$ cat src/rtl/fetch_sequencer_if.sv
// Bundle between the fetch sequencer and its neighbours: hazard/redirect
// requests in, fetch-stage controls and flushes out.
interface fetch_sequencer_if #(
  parameter int PC_W = 16
);
  // br_taken/jmp_valid are single-cycle valid strobes with no ready return.
  // A redirect is consumed in the cycle it is presented: it is applied or
  // latched, except a jump seen in PEND/HALT, which is dropped.
  // imem_ready qualifies the fetch of the current PC.
  logic            hazard_stall;
  logic            br_taken;
  logic [PC_W-1:0] br_target;
  logic            jmp_valid;
  logic [PC_W-1:0] jmp_target;
  logic            halt_req;
  logic            resume;
  logic            imem_ready;
  logic            if_stall;
  logic            if_pc_src;
  logic [PC_W-1:0] if_pc_ext;
  logic            flush_if_id;
  logic            flush_id_ex;
  logic            halted;

  modport master (
    output hazard_stall, br_taken, br_target, jmp_valid, jmp_target,
           halt_req, resume, imem_ready,
    input  if_stall, if_pc_src, if_pc_ext, flush_if_id, flush_id_ex, halted
  );

  modport slave (
    input  hazard_stall, br_taken, br_target, jmp_valid, jmp_target,
           halt_req, resume, imem_ready,
    output if_stall, if_pc_src, if_pc_ext, flush_if_id, flush_id_ex, halted
  );
endinterface

$ cat src/rtl/fetch_sequencer.sv
// Fetch control: redirect arbitration, stall merging, flushes and halt/resume.
// Optional performance counters are enabled with macro FETCH_SEQ_PERF_EN.
module fetch_sequencer #(
  parameter int PC_W     = 16,
  parameter int FLUSH_BR = 2
) (
  input  logic             clk,
  input  logic             reset,
  fetch_sequencer_if.slave bus,
`ifdef FETCH_SEQ_PERF_EN
  output logic [15:0]      stall_cnt,
  output logic [15:0]      redirect_cnt,
  output logic [15:0]      mispred_cnt,
`endif
  output logic [1:0]       dbg_state_o
);

  typedef enum logic [1:0] {
    RUN      = 2'd0,
    WAIT_MEM = 2'd1,
    PEND     = 2'd2,
    HALT     = 2'd3
  } state_t;

  localparam bit BR_FLUSH_ID_EX = (FLUSH_BR >= 2);

  state_t          state_q, state_d;
  logic [PC_W-1:0] pend_q, pend_d;
  logic            pend_v_q, pend_v_d;

  logic            redirect;
  logic [PC_W-1:0] sel_target;
  logic            stall_c, pc_src_c, fl_if_c, fl_ex_c;
  logic [PC_W-1:0] ext_c;

  // The branch is the older instruction, so it beats a same-cycle jump.
  assign redirect   = bus.br_taken | bus.jmp_valid;
  assign sel_target = bus.br_taken ? bus.br_target : bus.jmp_target;

  always_comb begin
    state_d  = state_q;
    pend_d   = pend_q;
    pend_v_d = pend_v_q;
    stall_c  = 1'b0;
    pc_src_c = 1'b0;
    ext_c    = '0;
    fl_if_c  = 1'b0;
    fl_ex_c  = 1'b0;
    unique case (state_q)
      RUN, WAIT_MEM: begin
        if (bus.imem_ready) begin
          if (redirect) begin
            pc_src_c = 1'b1;
            ext_c    = sel_target;
            fl_if_c  = 1'b1;
            fl_ex_c  = bus.br_taken & BR_FLUSH_ID_EX;
            state_d  = RUN;
          end else begin
            stall_c = bus.hazard_stall;
            state_d = bus.halt_req ? HALT : RUN;
          end
        end else begin
          stall_c = 1'b1;
          if (redirect) begin
            pend_d   = sel_target;
            pend_v_d = 1'b1;
            fl_if_c  = 1'b1;
            fl_ex_c  = bus.br_taken & BR_FLUSH_ID_EX;
            state_d  = PEND;
          end else begin
            state_d = WAIT_MEM;
          end
        end
      end
      PEND: begin
        // A newer branch replaces the pending target; jumps are already squashed.
        if (bus.br_taken) begin
          fl_if_c = 1'b1;
          fl_ex_c = BR_FLUSH_ID_EX;
        end
        if (bus.imem_ready) begin
          pc_src_c = 1'b1;
          ext_c    = bus.br_taken ? bus.br_target : pend_q;
          pend_v_d = 1'b0;
          state_d  = RUN;
        end else begin
          stall_c = 1'b1;
          if (bus.br_taken) pend_d = bus.br_target;
        end
      end
      HALT: begin
        stall_c = 1'b1;
        if (bus.br_taken) begin
          pend_d   = bus.br_target;
          pend_v_d = 1'b1;
          fl_if_c  = 1'b1;
          fl_ex_c  = BR_FLUSH_ID_EX;
        end
        if (bus.resume) state_d = (pend_v_q | bus.br_taken) ? PEND : RUN;
      end
    endcase
  end

  always_ff @(posedge clk or negedge reset) begin
    if (!reset) begin
      state_q  <= RUN;
      pend_q   <= '0;
      pend_v_q <= 1'b0;
    end else begin
      state_q  <= state_d;
      pend_q   <= pend_d;
      pend_v_q <= pend_v_d;
    end
  end

  // Combinational outputs are forced low while reset is held.
  assign bus.if_stall    = reset & stall_c;
  assign bus.if_pc_src   = reset & pc_src_c;
  assign bus.if_pc_ext   = reset ? ext_c : '0;
  assign bus.flush_if_id = reset & fl_if_c;
  assign bus.flush_id_ex = reset & fl_ex_c;
  assign bus.halted      = (state_q == HALT);
  assign dbg_state_o     = state_q;

`ifdef FETCH_SEQ_PERF_EN
  logic pend_br_q;
  logic is_br_c;

  // Remembers whether the pending target came from a branch for mispred_cnt.
  always_ff @(posedge clk or negedge reset) begin
    if (!reset) begin
      pend_br_q <= 1'b0;
    end else if ((state_q == RUN || state_q == WAIT_MEM) && !bus.imem_ready && redirect) begin
      pend_br_q <= bus.br_taken;
    end else if ((state_q == PEND || state_q == HALT) && bus.br_taken) begin
      pend_br_q <= 1'b1;
    end
  end

  assign is_br_c = (state_q == PEND) ? (bus.br_taken | pend_br_q) : bus.br_taken;

  always_ff @(posedge clk or negedge reset) begin
    if (!reset) begin
      stall_cnt    <= '0;
      redirect_cnt <= '0;
      mispred_cnt  <= '0;
    end else begin
      if (bus.if_stall && stall_cnt != 16'hFFFF) stall_cnt <= stall_cnt + 16'd1;
      if (bus.if_pc_src && redirect_cnt != 16'hFFFF) redirect_cnt <= redirect_cnt + 16'd1;
      if (bus.if_pc_src && is_br_c && mispred_cnt != 16'hFFFF) mispred_cnt <= mispred_cnt + 16'd1;
    end
  end
`endif

endmodule

$ cat src/flat_wrapper.sv
// flat-port wrapper written by rule: the top's interface ports become plain ports
module fetch_sequencer_flat 
#(
  parameter int PC_W     = 16,
  parameter int FLUSH_BR = 2
)
  (clk, reset, dbg_state_o, bus_hazard_stall, bus_br_taken, bus_br_target, bus_jmp_valid, bus_jmp_target, bus_halt_req, bus_resume, bus_imem_ready, bus_if_stall, bus_if_pc_src, bus_if_pc_ext, bus_flush_if_id, bus_flush_id_ex, bus_halted);
  fetch_sequencer_if #(.PC_W(PC_W)) bus_i ();
  input  logic clk;
  input  logic reset;
  output logic [1:0] dbg_state_o;
  input wire logic [$bits(bus_i.hazard_stall)-1:0] bus_hazard_stall;
  input wire logic [$bits(bus_i.br_taken)-1:0] bus_br_taken;
  input wire logic [$bits(bus_i.br_target)-1:0] bus_br_target;
  input wire logic [$bits(bus_i.jmp_valid)-1:0] bus_jmp_valid;
  input wire logic [$bits(bus_i.jmp_target)-1:0] bus_jmp_target;
  input wire logic [$bits(bus_i.halt_req)-1:0] bus_halt_req;
  input wire logic [$bits(bus_i.resume)-1:0] bus_resume;
  input wire logic [$bits(bus_i.imem_ready)-1:0] bus_imem_ready;
  output wire logic [$bits(bus_i.if_stall)-1:0] bus_if_stall;
  output wire logic [$bits(bus_i.if_pc_src)-1:0] bus_if_pc_src;
  output wire logic [$bits(bus_i.if_pc_ext)-1:0] bus_if_pc_ext;
  output wire logic [$bits(bus_i.flush_if_id)-1:0] bus_flush_if_id;
  output wire logic [$bits(bus_i.flush_id_ex)-1:0] bus_flush_id_ex;
  output wire logic [$bits(bus_i.halted)-1:0] bus_halted;
  assign bus_i.hazard_stall = bus_hazard_stall;
  assign bus_i.br_taken = bus_br_taken;
  assign bus_i.br_target = bus_br_target;
  assign bus_i.jmp_valid = bus_jmp_valid;
  assign bus_i.jmp_target = bus_jmp_target;
  assign bus_i.halt_req = bus_halt_req;
  assign bus_i.resume = bus_resume;
  assign bus_i.imem_ready = bus_imem_ready;
  assign bus_if_stall = bus_i.if_stall;
  assign bus_if_pc_src = bus_i.if_pc_src;
  assign bus_if_pc_ext = bus_i.if_pc_ext;
  assign bus_flush_if_id = bus_i.flush_if_id;
  assign bus_flush_id_ex = bus_i.flush_id_ex;
  assign bus_halted = bus_i.halted;
  fetch_sequencer #(.PC_W(PC_W), .FLUSH_BR(FLUSH_BR)) u_core (.clk(clk), .reset(reset), .bus(bus_i), .dbg_state_o(dbg_state_o));
endmodule
$ cat config.mk
export PLATFORM = sky130hd
export DESIGN_NAME = fetch_sequencer_flat
export DESIGN_NICKNAME = d
export VERILOG_FILES = /design/src/rtl/fetch_sequencer_if.sv /design/src/rtl/fetch_sequencer.sv /design/src/flat_wrapper.sv
export SDC_FILE = /design/constraint.sdc
export NUM_CORES = 1
export LEC_CHECK = 0
export BUFFER_PORTS_ARGS = -buffer_cell sky130_fd_sc_hd__buf_2
export CAP_MARGIN = 0
export CELL_PAD_IN_SITES_DETAIL_PLACEMENT = 0
export CELL_PAD_IN_SITES_GLOBAL_PLACEMENT = 1
export CORE_MARGIN = 2
export CORE_UTILIZATION = 33
export CTS_CLUSTER_SIZE = 30
export DETAILED_ROUTE_END_ITERATION = 7
export GPL_ROUTABILITY_DRIVEN = 0
export PLACE_DENSITY_LB_ADDON = 0.3
export SYNTH_ARGS = -nofsm -noshare
export SYNTH_HDL_FRONTEND = slang
export SYNTH_SLANG_ARGS = --single-unit
$ cat constraint.sdc
create_clock -name clk -period 1.3 [get_ports clk]
set_input_delay 0 -clock clk [delete_from_list [all_inputs] [get_ports clk]]
set_output_delay 0 -clock clk [all_outputs]
set_load 0.02 [all_outputs]
* After elaboration in Yosys (flattened, before gate mapping)
Cells that the tools add are included.
** Word-level totals
- Word-level logic and storage cells :: 60
- Input bits :: 40
- Flip-flop bits (word level) :: 19
- Output and inout port bits :: 23
** Operators by class
- Reductions and logical operators :: 6
- Muxes and demuxes :: 36
- Bitwise operators :: 6
- Equality and inequality tests :: 9
** Operators by type and width (number)
- $mux 16 :: 9
- $pmux 16 s3 :: 1
- $pmux 16 s2 :: 1
- $mux 2 :: 7
- $mux 1 :: 12
- $ne 2x2->1 const B :: 5
- $pmux 1 s2 :: 3
- $pmux 1 s3 :: 2
- $pmux 2 s3 :: 1
- $and 1x1->1 :: 4
- $eq 2x2->1 const B :: 2
- $reduce_and 4->1 :: 1
- $reduce_or 2->1 :: 2
- $reduce_and 3->1 :: 1
- $eq 2x1->1 const B :: 1
- $logic_not 2->1 :: 1
- $ne 2x1->1 const B :: 1
- $or 1x1->1 :: 2
- $reduce_and 2->1 :: 1

* Longest topological paths before layout
- Word-level depth :: 5
- Mapped depth :: 6
- Gate-level depth less buffers :: 4

* Worst setup path before layout
No wires, ideal clock.
- Kind :: register to output
- Start :: register u_core.state_q[1] (netlist: u_core.dbg_state_o[1])
- End :: output port bus_if_pc_src
- Required time :: 1.300 ns
- Slack :: -0.194 ns
- Stages on the path, launching flop included :: 6
- Data arrival time :: 1.494 ns
- Cell sequence :: dfrtp_1 > buf_6 > nand2_2 > inv_2 > buf_4 > nor3_1
** On the way
- Cells in the longest elaborated chain, start to end :: 4
- Elaborated cells on any way between the ends :: 6
- Classes of those cells :: eq/ne (2); mux (1); bitwise (1); reduce/logical (2)
** RTL lines
- start: declaration :: line fetch_sequencer.sv:27 : state_t state_q, state_d;
- start signal: assignment :: line fetch_sequencer.sv:110 : state_q <= state_d;
- $eq 2x1->1 / $logic_not 2->1 (equally long branches) :: line fetch_sequencer.sv:49 : unique case (state_q)
- $reduce_or 2->1 :: line fetch_sequencer.sv:49
- $pmux 1 s2 * :: line fetch_sequencer.sv:49
- $and 1x1->1 * :: line fetch_sequencer.sv:118 : assign bus.if_pc_src = reset & pc_src_c;
- end: declaration :: line flat_wrapper.sv:21 : output wire logic [$bits(bus_i.if_pc_src)-1:0] bus_if_pc_src;
Mark *: on every way between the ends. The rest lies on a longest branch, timed or not.

* Worst setup path in the final report
- Start :: register u_core.state_q[1] (netlist: u_core.dbg_state_o[1])
- End :: output port bus_if_pc_ext[14]
** On the way
- Cells in the longest elaborated chain, start to end :: 4
- Elaborated cells on any way between the ends :: 6
- Classes of those cells :: eq/ne (2); mux (2); reduce/logical (2)
** RTL lines
- $eq 2x1->1 / $logic_not 2->1 (equally long branches) :: line fetch_sequencer.sv:49
- $reduce_or 2->1 :: line fetch_sequencer.sv:49
- $pmux 16 s2 * :: line fetch_sequencer.sv:49
- $mux 16 * :: line fetch_sequencer.sv:119 : assign bus.if_pc_ext = reset ? ext_c : '0;
- end: declaration :: line flat_wrapper.sv:22 : output wire logic [$bits(bus_i.if_pc_ext)-1:0] bus_if_pc_ext;
Marked as above.

==> impl_metrics.prom <==
# TYPE chip_impl_metric gauge
chip_impl_info{name="run_status",value="finished, violations left"} 1
chip_impl_info{name="violated_checks",value="negative setup slack"} 1
chip_impl_metric{name="use_met1",unit=""} 0.268
chip_impl_metric{name="die_width",unit="um"} 74.7
chip_impl_metric{name="maxCapViolCount",unit=""} 0
chip_impl_metric{name="htreeDepth",unit=""} 1
chip_impl_metric{name="routed_wire_length_per_instance",unit="um"} 16.3
chip_impl_metric{name="floorplan.initialDensity",unit=""} 0.345
chip_impl_metric{name="worstPathRequired",unit="ns"} 1.30
chip_impl_metric{name="synth_seq_area_share",unit=""} 0.288
chip_impl_metric{name="standby_leakage_power",unit="nW"} 1.07
chip_impl_metric{name="fill_cells",unit=""} 452
chip_impl_metric{name="grt_max_degree",unit=""} 17
chip_impl_metric{name="clock_power_share",unit=""} 0.208
chip_impl_metric{name="clock_latency",unit="ns"} 0.27
chip_impl_metric{name="area_of_the_core_region",unit="mm^2"} 0.00479
chip_impl_metric{name="global_route.usage.met2",unit=""} 0.295
chip_impl_metric{name="timing.final.crit_period",unit="ns"} 1.56
chip_impl_metric{name="gr-usage-all-layers",unit=""} 0.184
chip_impl_metric{name="critical_path.max_fanout",unit=""} 16
chip_impl_metric{name="netlist.area_leader.share",unit=""} 0.288
chip_impl_metric{name="synth_area",unit="mm^2"} 0.00165
chip_impl_metric{name="tightest_slew",unit="ns"} 0.372
chip_impl_info{name="critPathLaunchType",value="register"} 1
chip_impl_metric{name="synthDistinctLibCells",unit=""} 34
chip_impl_metric{name="final_core_util",unit=""} 0.523
chip_impl_metric{name="largest_vdd_supply_drop",unit="mV"} 0.731
chip_impl_metric{name="antenna_found_initial",unit=""} 0
chip_impl_metric{name="synthesis.yosys.warnings",unit=""} 0
chip_impl_metric{name="worst_setup_hold_path_clk_slew",unit="ns"} 0.08
chip_impl_metric{name="dieHeight",unit="um"} 74.7
chip_impl_metric{name="final.setup_skew",unit="ns"} 0.00325
chip_impl_metric{name="final_layout_size_suffix_gt1_frac",unit=""} 0.578
chip_impl_metric{name="part_of_the_cycle_the_worst_path_needs",unit=""} 1.20
chip_impl_metric{name="cts_inserted_buffers",unit=""} 3
chip_impl_metric{name="critical_path_arrival",unit="ns"} 1.56
chip_impl_metric{name="max-slew-margin-rel",unit=""} 0.752
chip_impl_info{name="rsz0062_at_grt",value="yes"} 1
chip_impl_metric{name="peak_freq",unit="MHz"} 643
chip_impl_metric{name="clock_path_buffers",unit=""} 2
chip_impl_metric{name="post_synthesis_net_count",unit=""} 205
chip_impl_metric{name="grt_pass1_vias",unit=""} 1548
chip_impl_metric{name="detail_route.drc_violations",unit=""} 0
chip_impl_metric{name="total_count_of_hold_check_failures_in_the_final_report",unit=""} 0
chip_impl_metric{name="boundaryPins",unit=""} 63
chip_impl_metric{name="detail_route.first_pass.iterations",unit=""} 4
chip_impl_metric{name="vias_per_cell",unit=""} 5.48
chip_impl_metric{name="combPwrFrac",unit=""} 0.410
chip_impl_metric{name="area_growth_syn_to_layout",unit="%"} 51.6
chip_impl_metric{name="design.final.nets",unit=""} 285
chip_impl_info{name="yosys-top-cells-area",value="sky130_fd_sc_hd__dfrtp_1 29%, sky130_fd_sc_hd__o221a_2 10%, sky130_fd_sc_hd__a221o_1 9.7%"} 1
chip_impl_info{name="timing.setup.critical_path_class",value="register to output port"} 1
chip_impl_metric{name="clock_sinks",unit=""} 19
chip_impl_info{name="buffer_cell_driving_the_clock_tree_root",value="sky130_fd_sc_hd__clkbuf_8"} 1
chip_impl_metric{name="timing.final.max_slew_violations",unit=""} 0
chip_impl_metric{name="antenna_left",unit=""} 0
chip_impl_metric{name="detail_placement_hpwl",unit="um"} 3630
chip_impl_metric{name="internal_power_of_the_cells",unit="mW"} 1.41
chip_impl_metric{name="hold-worst-slack",unit="ns"} 0.0188
chip_impl_metric{name="worst_setup_margin",unit="ns"} -0.256
chip_impl_metric{name="switching_share",unit=""} 0.347
chip_impl_metric{name="r2r_setup_slack",unit="ns"} -0.19
chip_impl_metric{name="design.die.area",unit="mm^2"} 0.00559
chip_impl_metric{name="core.rowCount",unit=""} 25
chip_impl_metric{name="synth.ff_latch_count",unit=""} 19
chip_impl_info{name="globalRoute.busiestLayer",value="met2"} 1
chip_impl_metric{name="final_global_route_overflow_total",unit=""} 0
chip_impl_info{name="post-synth-top-area-cell",value="sky130_fd_sc_hd__dfrtp_1"} 1
chip_impl_metric{name="setup_viol",unit=""} 36
chip_impl_metric{name="insertedDiodeCount",unit=""} 0
chip_impl_metric{name="first_iter_violations",unit=""} 102
chip_impl_metric{name="syn-instance-count",unit=""} 165
chip_impl_metric{name="synthesized_area_divided_by_synthesized_cell_count",unit="um^2"} 10.0
chip_impl_metric{name="power.density",unit="mW/mm^2"} 860
chip_impl_metric{name="power.share.sequential",unit=""} 0.382
chip_impl_info{name="hold_path_class",value="primary input to register"} 1
chip_impl_metric{name="gr-usage-met3",unit=""} 0.0335
chip_impl_metric{name="number_of_port_buffers",unit=""} 62
chip_impl_info{name="critPathCaptureType",value="output port"} 1
chip_impl_metric{name="multi_input_comb_area",unit="mm^2"} 0.00118
chip_impl_metric{name="num_vias",unit=""} 1704
chip_impl_metric{name="register_area",unit="um^2"} 478
chip_impl_metric{name="global_route_wire_length_before_repair",unit="um"} 7930
chip_impl_info{name="cts_tree",value="built"} 1
chip_impl_metric{name="power_switching",unit="uW"} 747
chip_impl_metric{name="postRouteWirelength",unit="um"} 5070
## power by group through the flow
stage          logic (mW)  registers [mW]  clock network (mW)
6_report            0.883           0.823               0.447
5_1_grt             0.955           0.839               0.484
4_1_cts             0.820           0.817               0.453
3_5_place_dp        0.763           0.832                   0
3_3_place_gp        0.754           0.834                   0
2_1_floorplan       0.517           0.806                   0
## worst paths after layout
check,end,depth (start not counted),start
min in group asynchronous,u_core.pend_q[4],3,reset
worst max-delay path,bus_if_pc_ext[14],5,u_core.dbg_state_o[1]
worst min register to register,u_core.pend_v_q,1,u_core.pend_v_q
max in group asynchronous,u_core.pend_q[15],3,reset
worst max register to register,u_core.pend_q[9],6,u_core.dbg_state_o[1]
worst min-delay path,u_core.pend_q[1],2,bus_br_target[1]
## per-stage QoR
stage	setup TNS, ns	power, mW	worst slack (ns)	cell area [um^2]	cells
after detailed placement	-2.88	1.59	-0.147	2190	299
after global routing	-9.52	2.28	-0.339	2500	311
after CTS	-6.60	2.09	-0.286	2360	310
after global placement	-2.20	1.59	-0.125	2190	299
after floorplan	-1.51	1.32	-0.0664	1720	165
final	-7.00	2.15	-0.256	2500	311
## flip-flops by register name, summed over array words and instances (netlist names)
register / flops
u_core.dbg_state_o: 2
u_core.pend_q: 16
u_core.pend_v_q: 1
## critical path, stage by stage, from the launching register on
cell and delay, ns:
sky130_fd_sc_hd__dfrtp_2 0.45, sky130_fd_sc_hd__nor2b_2 0.14, sky130_fd_sc_hd__nor3b_4 0.22, sky130_fd_sc_hd__buf_12 0.18, sky130_fd_sc_hd__a221o_1 0.17, sky130_fd_sc_hd__buf_6 0.12
## cell usage in the layout, fill, tap and decap left out, types with 5 or more instances in the layout
cell type and count:
sky130_fd_sc_hd__nor4b_1 10, sky130_fd_sc_hd__nor3b_1 7, sky130_fd_sc_hd__buf_4 27, sky130_fd_sc_hd__dfrtp_1 17, sky130_fd_sc_hd__a221o_1 16, sky130_fd_sc_hd__buf_2 43, sky130_fd_sc_hd__o221a_2 15, sky130_fd_sc_hd__nor2b_1 17
sky130_fd_sc_hd__nor4b_2 5, sky130_fd_sc_hd__nor3b_2 9, sky130_fd_sc_hd__o21bai_1 15, sky130_fd_sc_hd__buf_6 16
## Yosys cell counts, drive strengths merged
cell type,count
nand2,5
or3b,1
nor2,2
nor3b,17
inv,2
a21oi,4
o21ai,3
nor3,4
buf,14
o221a,15
nand3,1
a221o,16
nor4b,16
a21bo,1
o21bai,15
dfrtp,19
a41oi,1
o21a,1
nor2b,18
a21boi,2
o32a,1
and2,1
clkbuf,4
o22a,1
a311o,1
## what timing repair did
action | 4_1_cts | 5_1_grt
cloned | 0 | 0
setup endpoints to repair | 36 | 37
resized for setup | 15 | 37
setup buffers | 4 | 1
hold buffers | 3 | 0
endpoints found under the hold margin | 21 | 0
pin swaps | 4 | 8
## cells by family (layout without fill, tap and decap cells)
kind of cell | Yosys count | count (layout) | share of synthesized area
buf+inv | 20 | 99 | 0.0773
flops | 19 | 19 | 0.288
simple gates | 65 | 65 | 0.297
compound gates | 61 | 61 | 0.338
## layout make-up
class	instances	share of cell area
clock inverters	1	0.00200
flip-flops and latches	19	0.191
well taps	67	0.0335
inverters	2	0.00400
clock buffers	3	0.0165
repair buffers	93	0.283
multi-input cells	126	0.470
## layer usage
| metal | vias up | part of all wire |
|---|---|---|
| li1 | 823 | - |
| met1 | 820 | 0.47 |
| met2 | 53 | 0.48 |
| met3 | 8 | 0.040 |
| met4 | 0 | 0.0083 |
| met5 | - | 0 |
(Power assumes the default switching activity.)
